$ cat config.mk
export PLATFORM = sky130hd
export DESIGN_NAME = loop_divider_param
export DESIGN_NICKNAME = d
export VERILOG_FILES = /design/src/rtl/loop_divider_param.sv
export SDC_FILE = /design/constraint.sdc
export NUM_CORES = 1
export LEC_CHECK = 0
export CORE_ASPECT_RATIO = 1.75
export CORE_MARGIN = 2
export CORE_UTILIZATION = 57
export DETAILED_ROUTE_END_ITERATION = 8
export GPL_ROUTABILITY_DRIVEN = 0
export GPL_TIMING_DRIVEN = 0
export PLACE_DENSITY = 0.91
export RECOVER_POWER = 100
export REMOVE_ABC_BUFFERS = 1
export SLEW_MARGIN = 30
export SYNTH_ARGS = -nofsm -noshare
export SYNTH_HDL_FRONTEND = slang
export SYNTH_SLANG_ARGS = --single-unit
export TNS_END_PERCENT = 50
$ cat constraint.sdc
create_clock -name clk -period 4.77 [get_ports clk]
set_input_delay 0.954 -clock clk [delete_from_list [all_inputs] [get_ports clk]]
set_output_delay 0.954 -clock clk [all_outputs]
set_load 0.01 [all_outputs]
$ cat src/rtl/loop_divider_param.sv
// loop_divider_param
// ------------------
// Programmable, glitch-free integer clock divider for the PLL feedback path.
// Produces a 50%-duty divided clock for both even and odd divisors (odd
// divisors use a negedge stretch flop), its complement, and a one-cycle sync
// pulse at the start of every output period. A new divisor is taken through
// a request/acknowledge handshake and only becomes active at a period
// boundary, so no output phase is ever truncated.
//
// Build option: define PHASE_SWALLOW_EN to add the 'swallow' input, which
// stretches the current period by one clk cycle (one-cycle phase retard).
//
// Ports:
//   clk        VCO clock (posedge logic, plus one negedge stretch flop)
//   rstn_s     asynchronous, active-low reset
//   en         run enable (level)
//   div_n      requested divisor, sampled only when a request is accepted
//   div_req    divisor update request
//   div_ack    one-cycle pulse: the requested divisor is now in effect
//   div_err    sticky: a request asked for N < 2 (N = 2 was used instead)
//   clko       divided clock
//   clkob      inverse of clko
//   sync_p     one-cycle pulse in the cycle where the period counter is 0
//   busy       high whenever the FSM is not IDLE
//   state_dbg  current FSM state (0 IDLE, 1 RUN, 2 PEND, 3 STOP)
//   swallow    (PHASE_SWALLOW_EN only) lengthen the current period by 1 clk
//
// Handshake: the requester raises div_req with div_n stable and holds both
// until it sees div_ack high; it drops div_req before the next posedge. A
// div_req still high in the div_ack cycle belongs to the finished request
// and is never accepted again.
module loop_divider_param #(
  parameter int DW      = 8,
  parameter int DIV_RST = 4
) (
  input  logic          clk,
  input  logic          rstn_s,
  input  logic          en,
  input  logic [DW-1:0] div_n,
  input  logic          div_req,
`ifdef PHASE_SWALLOW_EN
  input  logic          swallow,
`endif
  output logic          div_ack,
  output logic          div_err,
  output logic          clko,
  output logic          clkob,
  output logic          sync_p,
  output logic          busy,
  output logic [1:0]    state_dbg
);

  typedef enum logic [1:0] {
    IDLE = 2'd0,
    RUN  = 2'd1,
    PEND = 2'd2,
    STOP = 2'd3
  } state_t;

  localparam logic [DW-1:0] ONE  = DW'(1);
  localparam logic [DW-1:0] TWO  = DW'(2);
  localparam logic [DW-1:0] NRST = DW'(DIV_RST);

  state_t        state, state_nx;
  logic [DW-1:0] nact, nact_nx;
  logic [DW-1:0] npend, npend_nx;
  logic [DW-1:0] cnt, cnt_nx, cnt_step;
  logic [DW-1:0] half, div_fix;
  logic          clko_r, clko_r_nx, clko_ne;
  logic          sync_nx, ack_nx, err_nx;
  logic          req_ok, bad_n, last, hold, wrap;

  assign half    = nact >> 1;
  assign bad_n   = (div_n < TWO);
  assign div_fix = bad_n ? TWO : div_n;
  assign req_ok  = div_req & ~div_ack;
  assign last    = (cnt == nact - ONE);

`ifdef PHASE_SWALLOW_EN
  // A swallow request parks the counter at nact-1 for one extra cycle,
  // which lengthens the low phase only.
  logic sw_pend, sw_nx;

  assign hold = last & sw_pend;

  always_comb begin
    sw_nx = sw_pend;
    if (state == IDLE || state_nx == IDLE) begin
      sw_nx = 1'b0;
    end else if (hold) begin
      sw_nx = 1'b0;
    end else if (swallow && (state == RUN || state == PEND)) begin
      sw_nx = 1'b1;
    end
  end

  always_ff @(posedge clk or negedge rstn_s) begin
    if (!rstn_s) sw_pend <= 1'b0;
    else         sw_pend <= sw_nx;
  end
`else
  assign hold = 1'b0;
`endif

  assign wrap = last & ~hold;

  always_comb begin
    if (hold)      cnt_step = cnt;
    else if (wrap) cnt_step = '0;
    else           cnt_step = cnt + ONE;
  end

  // Next-state / output logic. While counting, clko_r tracks (cnt < half)
  // one register stage ahead so it is glitch-free.
  always_comb begin
    state_nx  = state;
    nact_nx   = nact;
    npend_nx  = npend;
    cnt_nx    = cnt_step;
    clko_r_nx = (cnt_step < half);
    sync_nx   = (cnt_step == '0);
    ack_nx    = 1'b0;
    err_nx    = div_err;
    case (state)
      IDLE: begin
        cnt_nx    = '0;
        clko_r_nx = 1'b0;
        sync_nx   = 1'b0;
        if (req_ok) begin
          nact_nx = div_fix;
          ack_nx  = 1'b1;
          err_nx  = div_err | bad_n;
        end
        if (en) begin
          // half >= 1 always, so the first cycle of a period is high.
          state_nx  = RUN;
          clko_r_nx = 1'b1;
          sync_nx   = 1'b1;
        end
      end
      RUN: begin
        if (req_ok && wrap) begin
          // Request lands exactly on the boundary: apply it right away.
          nact_nx  = div_fix;
          ack_nx   = 1'b1;
          err_nx   = div_err | bad_n;
          state_nx = en ? RUN : STOP;
        end else if (req_ok) begin
          npend_nx = div_fix;
          err_nx   = div_err | bad_n;
          state_nx = PEND;
        end else if (!en) begin
          if (wrap) begin
            state_nx  = IDLE;
            cnt_nx    = '0;
            clko_r_nx = 1'b0;
            sync_nx   = 1'b0;
          end else begin
            state_nx = STOP;
          end
        end
      end
      PEND: begin
        if (wrap) begin
          nact_nx  = npend;
          ack_nx   = 1'b1;
          state_nx = en ? RUN : STOP;
        end
      end
      STOP: begin
        if (en) begin
          state_nx = RUN;
        end else if (wrap) begin
          state_nx  = IDLE;
          cnt_nx    = '0;
          clko_r_nx = 1'b0;
          sync_nx   = 1'b0;
        end
      end
      default: state_nx = IDLE;
    endcase
  end

  always_ff @(posedge clk or negedge rstn_s) begin
    if (!rstn_s) begin
      state   <= IDLE;
      nact    <= NRST;
      npend   <= NRST;
      cnt     <= '0;
      clko_r  <= 1'b0;
      sync_p  <= 1'b0;
      div_ack <= 1'b0;
      div_err <= 1'b0;
    end else begin
      state   <= state_nx;
      nact    <= nact_nx;
      npend   <= npend_nx;
      cnt     <= cnt_nx;
      clko_r  <= clko_r_nx;
      sync_p  <= sync_nx;
      div_ack <= ack_nx;
      div_err <= err_nx;
    end
  end

  // Odd divisors: holding the high phase half a clk longer gives N/2 high.
  always_ff @(negedge clk or negedge rstn_s) begin
    if (!rstn_s) clko_ne <= 1'b0;
    else         clko_ne <= clko_r & nact[0];
  end

  assign clko      = clko_r | clko_ne;
  assign clkob     = ~clko;
  assign busy      = (state != IDLE);
  assign state_dbg = state;

endmodule

==> results_dict.tcl, run 1 <==
set metrics [dict create \
    diodes 0 \
    status "complete, but fails checks" \
    crit_buf_inv 1 \
    initial_core_util 0.5957 \
    grt_use_total 0.2496 \
    end_kind "output port" \
    ys_ff_latch 31 \
    slew_headroom -0.1238 \
    async_flop_share 1.000 \
    critPathSlowestCell "clkdlybuf4s50_1" \
    synthFlopType "dfrtp_1" \
    wl_per_cell_um 16.10 \
    power_frac_seq 0.371 \
    required_ns 3.82 \
    tightest_slew_ns 1.686 \
    worstSkewPairLatency_ns 0.29 \
    grt_setup_unrepaired "no" \
    syn_avg_cell_area_um2 9.372 \
    holdCritPathClass "reg -> reg" \
    vias 1659 \
    overflow 0 \
    die_h_um 82.84 \
    core-area_mm2 0.003398 \
    nets 254 \
    power_density_mw_per_mm2 614.8 \
    grt_antenna_before_repair 0 \
    power_leakage_uw 0.001015 \
    postPlaceCellArea_mm2 0.002197 \
    hold_viol 0 \
    p_comb_frac 0.489 \
    startpoint "clko_ne" \
    clockRootBuffer "clkbuf_8" \
    htree_levels 2 \
    syn_area_mm2 0.002024 \
    critPathMaxFanout 2 \
    path_class "reg -> out" \
    synth.distinct_cells 48 \
    worst_slack_ns 0.04575 \
    post-route-drc-count 0 \
    hold_start "div_err" \
    row_count 28 \
    via_per_inst 5.989 \
    violations "capacitance limit, slew limit" \
    peakVddDrop_uv 417.2 \
    crit_family "buffers and inverters" \
    p_switching_uw 592.3 \
    synthToLayoutAreaGrowth_pct 12.42 \
    wl_um 4460 \
    arrival_ns 3.77 \
    synth_top_area_share 0.3461 \
    ant_nets 0 \
    total_power_uw 1399 \
    rr_startpoint "nact[0]" \
    register_area_um2 778.2 \
    preCtsSetupSlack_ns 0.2498 \
    clk_pin_slew_ns 0.06 \
    drt_first_pass_iters 5 \
    die-area_mm2 0.004063 \
    synth_seq_area_share 0.3844 \
    post-synth-top-area-cell "dfrtp_1" \
    cp_cell_sequence "or2_2 -> clkdlybuf4s50_1" \
    cp-start-kind "flop" \
    cts_tree "yes" \
    fillers 268 \
    multi_input_area_mm2 0.001121 \
    drv_slew 32 \
    skew_ns 0.007684 \
    die_width_um 49.05 \
    netlist_instances 216 \
    ioPinCount 20 \
    clock_path_buffers 2 \
    drt_iter0_drc 52 \
    p_clk_frac 0.140 \
    yosys_warnings 0 \
    drive_above_1_share 0.06897 \
    final_area_mm2 0.002276 \
    portBuffers 19 \
    netSwitchingFraction 0.4233 \
    cellInternalPower_uw 807.0 \
    grt_max_degree 32 \
    cts.sinks 31 \
    hold_buffers 0 \
    grt_pass1_vias 1641 \
    synth_edf_count 0 \
    grt_pass1_wl_um 7762 \
    fin_tns_setup_ns 0 \
    finalSetupViolations 0 \
    slowest_delay_ns 0.48 \
    numCtsBuffers 5 \
    yosys-top-cells-area "dfrtp_1 35%, mux2i_1 6.9%, ha_1 6.8%, nor2_1 4.8%, xnor2_1 4.3%" \
    layout_common_cells "28 x dfrtp_1, 26 x nor2_1, 14 x inv_1, 14 x mux2i_1" \
    drv_cap 1 \
    dp_hpwl_um 3309 \
    final_common_cell "dfrtp_1" \
]
## repair_timing
item,in CTS,in global routing
setup buffers,0,0
setup endpoints to repair,1,0
gates resized for setup,1,0
## per-layer routing
layer,wire length (um),vias to the layer above,share of wire,track usage
met4,213,0,0.048,0.1403
met5,0,-,0,0
met1,1627,799,0.36,0.2667
li1,-,786,-,-
met2,2453,56,0.55,0.4508
met3,165,18,0.037,0.04137
## cell families after synthesis
kind of cell    share of synthesized area
simple gates                       0.1792
compound gates                     0.1347
flops                              0.3844
buf+inv                           0.06180
mux                                0.1026
xor+xnor                          0.06922
fa+ha+maj                         0.06798
## cell type report
type                       count  share of cell area
timing repair buffer          19             0.08026
clock inverter                 1            0.002199
inverter                      15             0.02474
clock buffer                   7             0.03353
sequential                    31              0.3419
tap                           45             0.02474
multi-input combinational    159              0.4926
## cell usage after synthesis (2+ instances only)
cell	instances
ha_1	11
clkbuf_1	3
xor2_1	6
a211o_1	3
o2111ai_1	2
o21ai_1	3
nor3_1	7
a21o_1	2
inv_1	14
nor4b_1	3
dfstp_2	2
mux2i_1	14
buf_2	4
buf_6	3
or3_1	2
o31ai_1	2
nor2_1	26
o21a_1	2
nand2b_1	5
a211oi_1	3
mux2_2	6
o21ai_0	6
a21oi_1	8
xnor2_1	10
and2_1	3
a31oi_1	2
dfrtp_1	28
nand2_1	10
nand3_1	7
## final timing paths
| kind | slack, ns | endpoint | cells past startpoint |
|---|---|---|---|
| max in group asynchronous | 0.42 | clko_ne | 1 |
| hold reg to reg | 0.46 | div_err | 1 |
| setup reg to reg | 0.37 | clko_r | 14 |
| min in group asynchronous | 1.10 | nact[3] | 1 |
| hold / removal | 0.46 | div_err | 1 |
| setup / recovery | 0.05 | clko | 2 |
## registers in the layout (all words and copies together) (netlist names)
register	flops
cnt	8
nact	8
npend	8
state_dbg	2
clko_ne	1
clko_r	1
div_ack	1
div_err	1
sync_p	1
## power by group through the flow
stage	sequential, uW	clock [uW]	combinational [uW]
4_1_cts	516	199	691
2_1_floorplan	490	0	498
3_5_place_dp	520	0	683
5_1_grt	538	209	768
3_3_place_gp	513	0	655
6_report	519	196	685
## metrics by stage
step	instances	utilization	hold WS [ns]
5_1_grt	277	0.6697	0.4764
3_5_place_dp	269	0.6465	0.4513
3_3_place_gp	269	0.6480	0.4411
4_1_cts	277	0.6701	0.4690
2_1_floorplan	205	-	0.4418
6_report	277	0.6697	0.4602
No activity file was read; power rests on OpenSTA's default activity.
==> run 2: changes to the inputs <==
- ABC_AREA: default -> 1
- PLACE_DENSITY: 0.91 -> 0.9
==> run 2 against run 1 <==
  * The flow still finishes with violations (capacitance limit, slew limit)
  * Count of clock-buffer cells in the layout down 2
  * Via count up 12%
  * Core utilization down 1.2 points
  * Sequential power down 12%
  * Wire length up 1.7%
  * Sequential share of layout area down 0.90 points
  * Final area up 2.7%
==> results_dict.tcl, run 2 <==
set metrics [dict create \
    status "complete, but fails checks" \
    violations "capacitance limit, slew limit" \
    wl_um 4534 \
    die_h_um 84.14 \
    final_area_mm2 0.002337 \
    drt_iter0_drc 42 \
    ys_ff_latch 31 \
    nets 331 \
    power_leakage_uw 0.001271 \
    synth_commonest_cells "79 x nand2_1, 52 x inv_1, 28 x dfrtp_1, 27 x nor2_1, 17 x o21ai_0" \
    post-synth-top-area-cell "dfrtp_1" \
    initial_core_util 0.5883 \
    async_flop_share 1.000 \
    cp-start-kind "flop" \
    die_width_um 49.80 \
    hold_ws_ns 0.4703 \
    synth_edf_count 0 \
    syn_avg_cell_area_um2 7.315 \
    numCtsBuffers 5 \
    diodes 0 \
    clk_pin_slew_ns 0.07 \
    clock_path_buffers 2 \
    synth_top_area_share 0.3349 \
    postPlaceCellArea_mm2 0.002302 \
    grt_max_degree 32 \
    critPathSlowestCell "clkdlybuf4s50_1" \
    wl_per_cell_um 12.77 \
    cts_tree "yes" \
    layout_common_cells "81 x nand2_1, 53 x inv_1, 28 x dfrtp_1, 27 x nor2_1, 27 x o21ai_0" \
    dp_hpwl_um 3566 \
    worstSkewPairLatency_ns 0.29 \
    synth_seq_area_share 0.3720 \
    required_ns 3.82 \
    skew_ns 0.005634 \
    drv_slew 32 \
    rrSetupSlack_ns 0.89 \
    via_per_inst 5.220 \
    yosys_warnings 0 \
    drv_cap 1 \
    worst_slack_ns 0.1157 \
    ioPinCount 20 \
    overflow 0 \
    finalSetupViolations 0 \
    yosysMostFrequentCell "nand2_1" \
    preCtsSetupSlack_ns 0.4278 \
    largestRegisters "cnt: 8 flops, nact: 8 flops, npend: 8 flops" \
    path_class "reg -> out" \
    grt_antenna_before_repair 0 \
    yosys-top-cells-area "dfrtp_1 33%, nand2_1 14%, inv_1 9.3%, ha_1 6.6%, nor2_1 4.8%" \
    fillers 326 \
    final_common_cell "nand2_1" \
    cts_resized 0 \
    synthToLayoutAreaGrowth_pct 11.72 \
    htree_levels 2 \
    end_kind "output port" \
    slowest_delay_ns 0.55 \
    peakVddDrop_uv 412.4 \
    slew_headroom -0.1132 \
    portBuffers 19 \
    power_density_mw_per_mm2 614.0 \
    hold_viol 0 \
    synth.distinct_cells 33 \
    synthFlopType "dfrtp_1" \
    grt_use_total 0.2470 \
    drt_first_pass_iters 4 \
    row_count 29 \
    grt_pass1_wl_um 7783 \
    cts.sinks 31 \
    grt_setup_unrepaired "no" \
    holdCritPathClass "reg -> reg" \
    ant_nets 0 \
    netlist_instances 286 \
    critPathMaxFanout 2 \
    placed_cells 347 \
    vias 1853 \
    drive_above_1_share 0.08738 \
    post-cts-setup-buffer-count 0 \
    grt_pass1_vias 1844 \
    fin_cells 355 \
    tightest_slew_ns 1.670 \
    cp_cell_sequence "nor2_1 -> clkdlybuf4s50_1" \
    arrival_ns 3.70 \
    die-area_mm2 0.004190 \
    post-route-drc-count 0 \
    clockRootBuffer "clkbuf_8" \
    core-area_mm2 0.003556 \
    hold_buffers 0 \
    syn_area_mm2 0.002092 \
]
-- run 2: cell count changes in the layout (fill, tap and decap cells not counted), sizes merged, moves of 5 or more --
cell / previous run / this run
xnor2: 10 / 3
mux2i: 14 / 0
inv: 14 / 57
o21ai: 9 / 29
mux2: 6 / 0
nand2b: 5 / 0
nor2: 26 / 32
nand2: 10 / 84
-- run 2: per-layer routing --
layer,vias up,wire [um],part of all wire,track usage
met5,-,0,0,0
met4,0,300,0.066,0.1894
met3,18,90,0.020,0.03915
met2,31,2576,0.57,0.4545
met1,880,1567,0.35,0.2323
li1,924,-,-,-
-- run 2: cell type report --
| cell class | instances | area (um2) | area share |
|---|---|---|---|
| Clock buffer | 5 | 68.82 | 0.02944 |
| Timing Repair Buffer | 19 | 183.9 | 0.07869 |
| Tap cell | 46 | 57.56 | 0.02463 |
| Sequential cell | 31 | 778.2 | 0.3330 |
| Clock inverter | 3 | 15.01 | 0.006424 |
| Multi-Input combinational cell | 193 | 1015 | 0.4342 |
| Inverter | 58 | 219.0 | 0.09368 |
-- run 2: path summary, 6_finish.rpt --
kind                       startpoint  endpoint  depth (start not counted)
setup / recovery              clko_ne     clkob                          2
hold / removal                div_err   div_err                          1
setup reg to reg              nact[0]   nact[1]                         15
hold reg to reg               div_err   div_err                          1
max in group asynchronous      rstn_s   clko_ne                          1
min in group asynchronous      rstn_s  npend[4]                          1
-- run 2: critical path, delay by kind of cell, from the launching register on --
family / cells / cell delay (ns)
buffers and inverters: 1 / 0.55
DFF: 1 / 0.33
and+or+nand+nor: 1 / 0.14
-- run 2: where the power goes --
group	switching, uW	internal (uW)	leakage [uW]	total [uW]
registers	79.3	377	0.000389	456
clock network	101	99.6	0.0000477	200
logic	495	283	0.000834	778
total	675	760	0.00127	1440
-- run 2: stage by stage --
| stage | utilization | TNS [ns] | total power, uW |
|---|---|---|---|
| CTS | 0.6710 | 0 | 1485 |
| finish | 0.6573 | 0 | 1435 |
| detailed placement | 0.6474 | 0 | 1281 |
| global placement | 0.6488 | -0.05626 | 1246 |
| floorplan | - | 0 | 1042 |
| global route | 0.6573 | 0 | 1573 |
-- run 2: logic make-up (layout without fill, tap and decap cells) --
family,count (synthesis),after routing,synth area share
and+or+nand+nor,136,136,0.2859
adders and majority gates,11,11,0.06579
buffers and inverters,62,85,0.1232
xor gates and xnor gates,7,7,0.02931
DFF,31,31,0.3720
AOI/OAI and AO/OA,39,39,0.1238
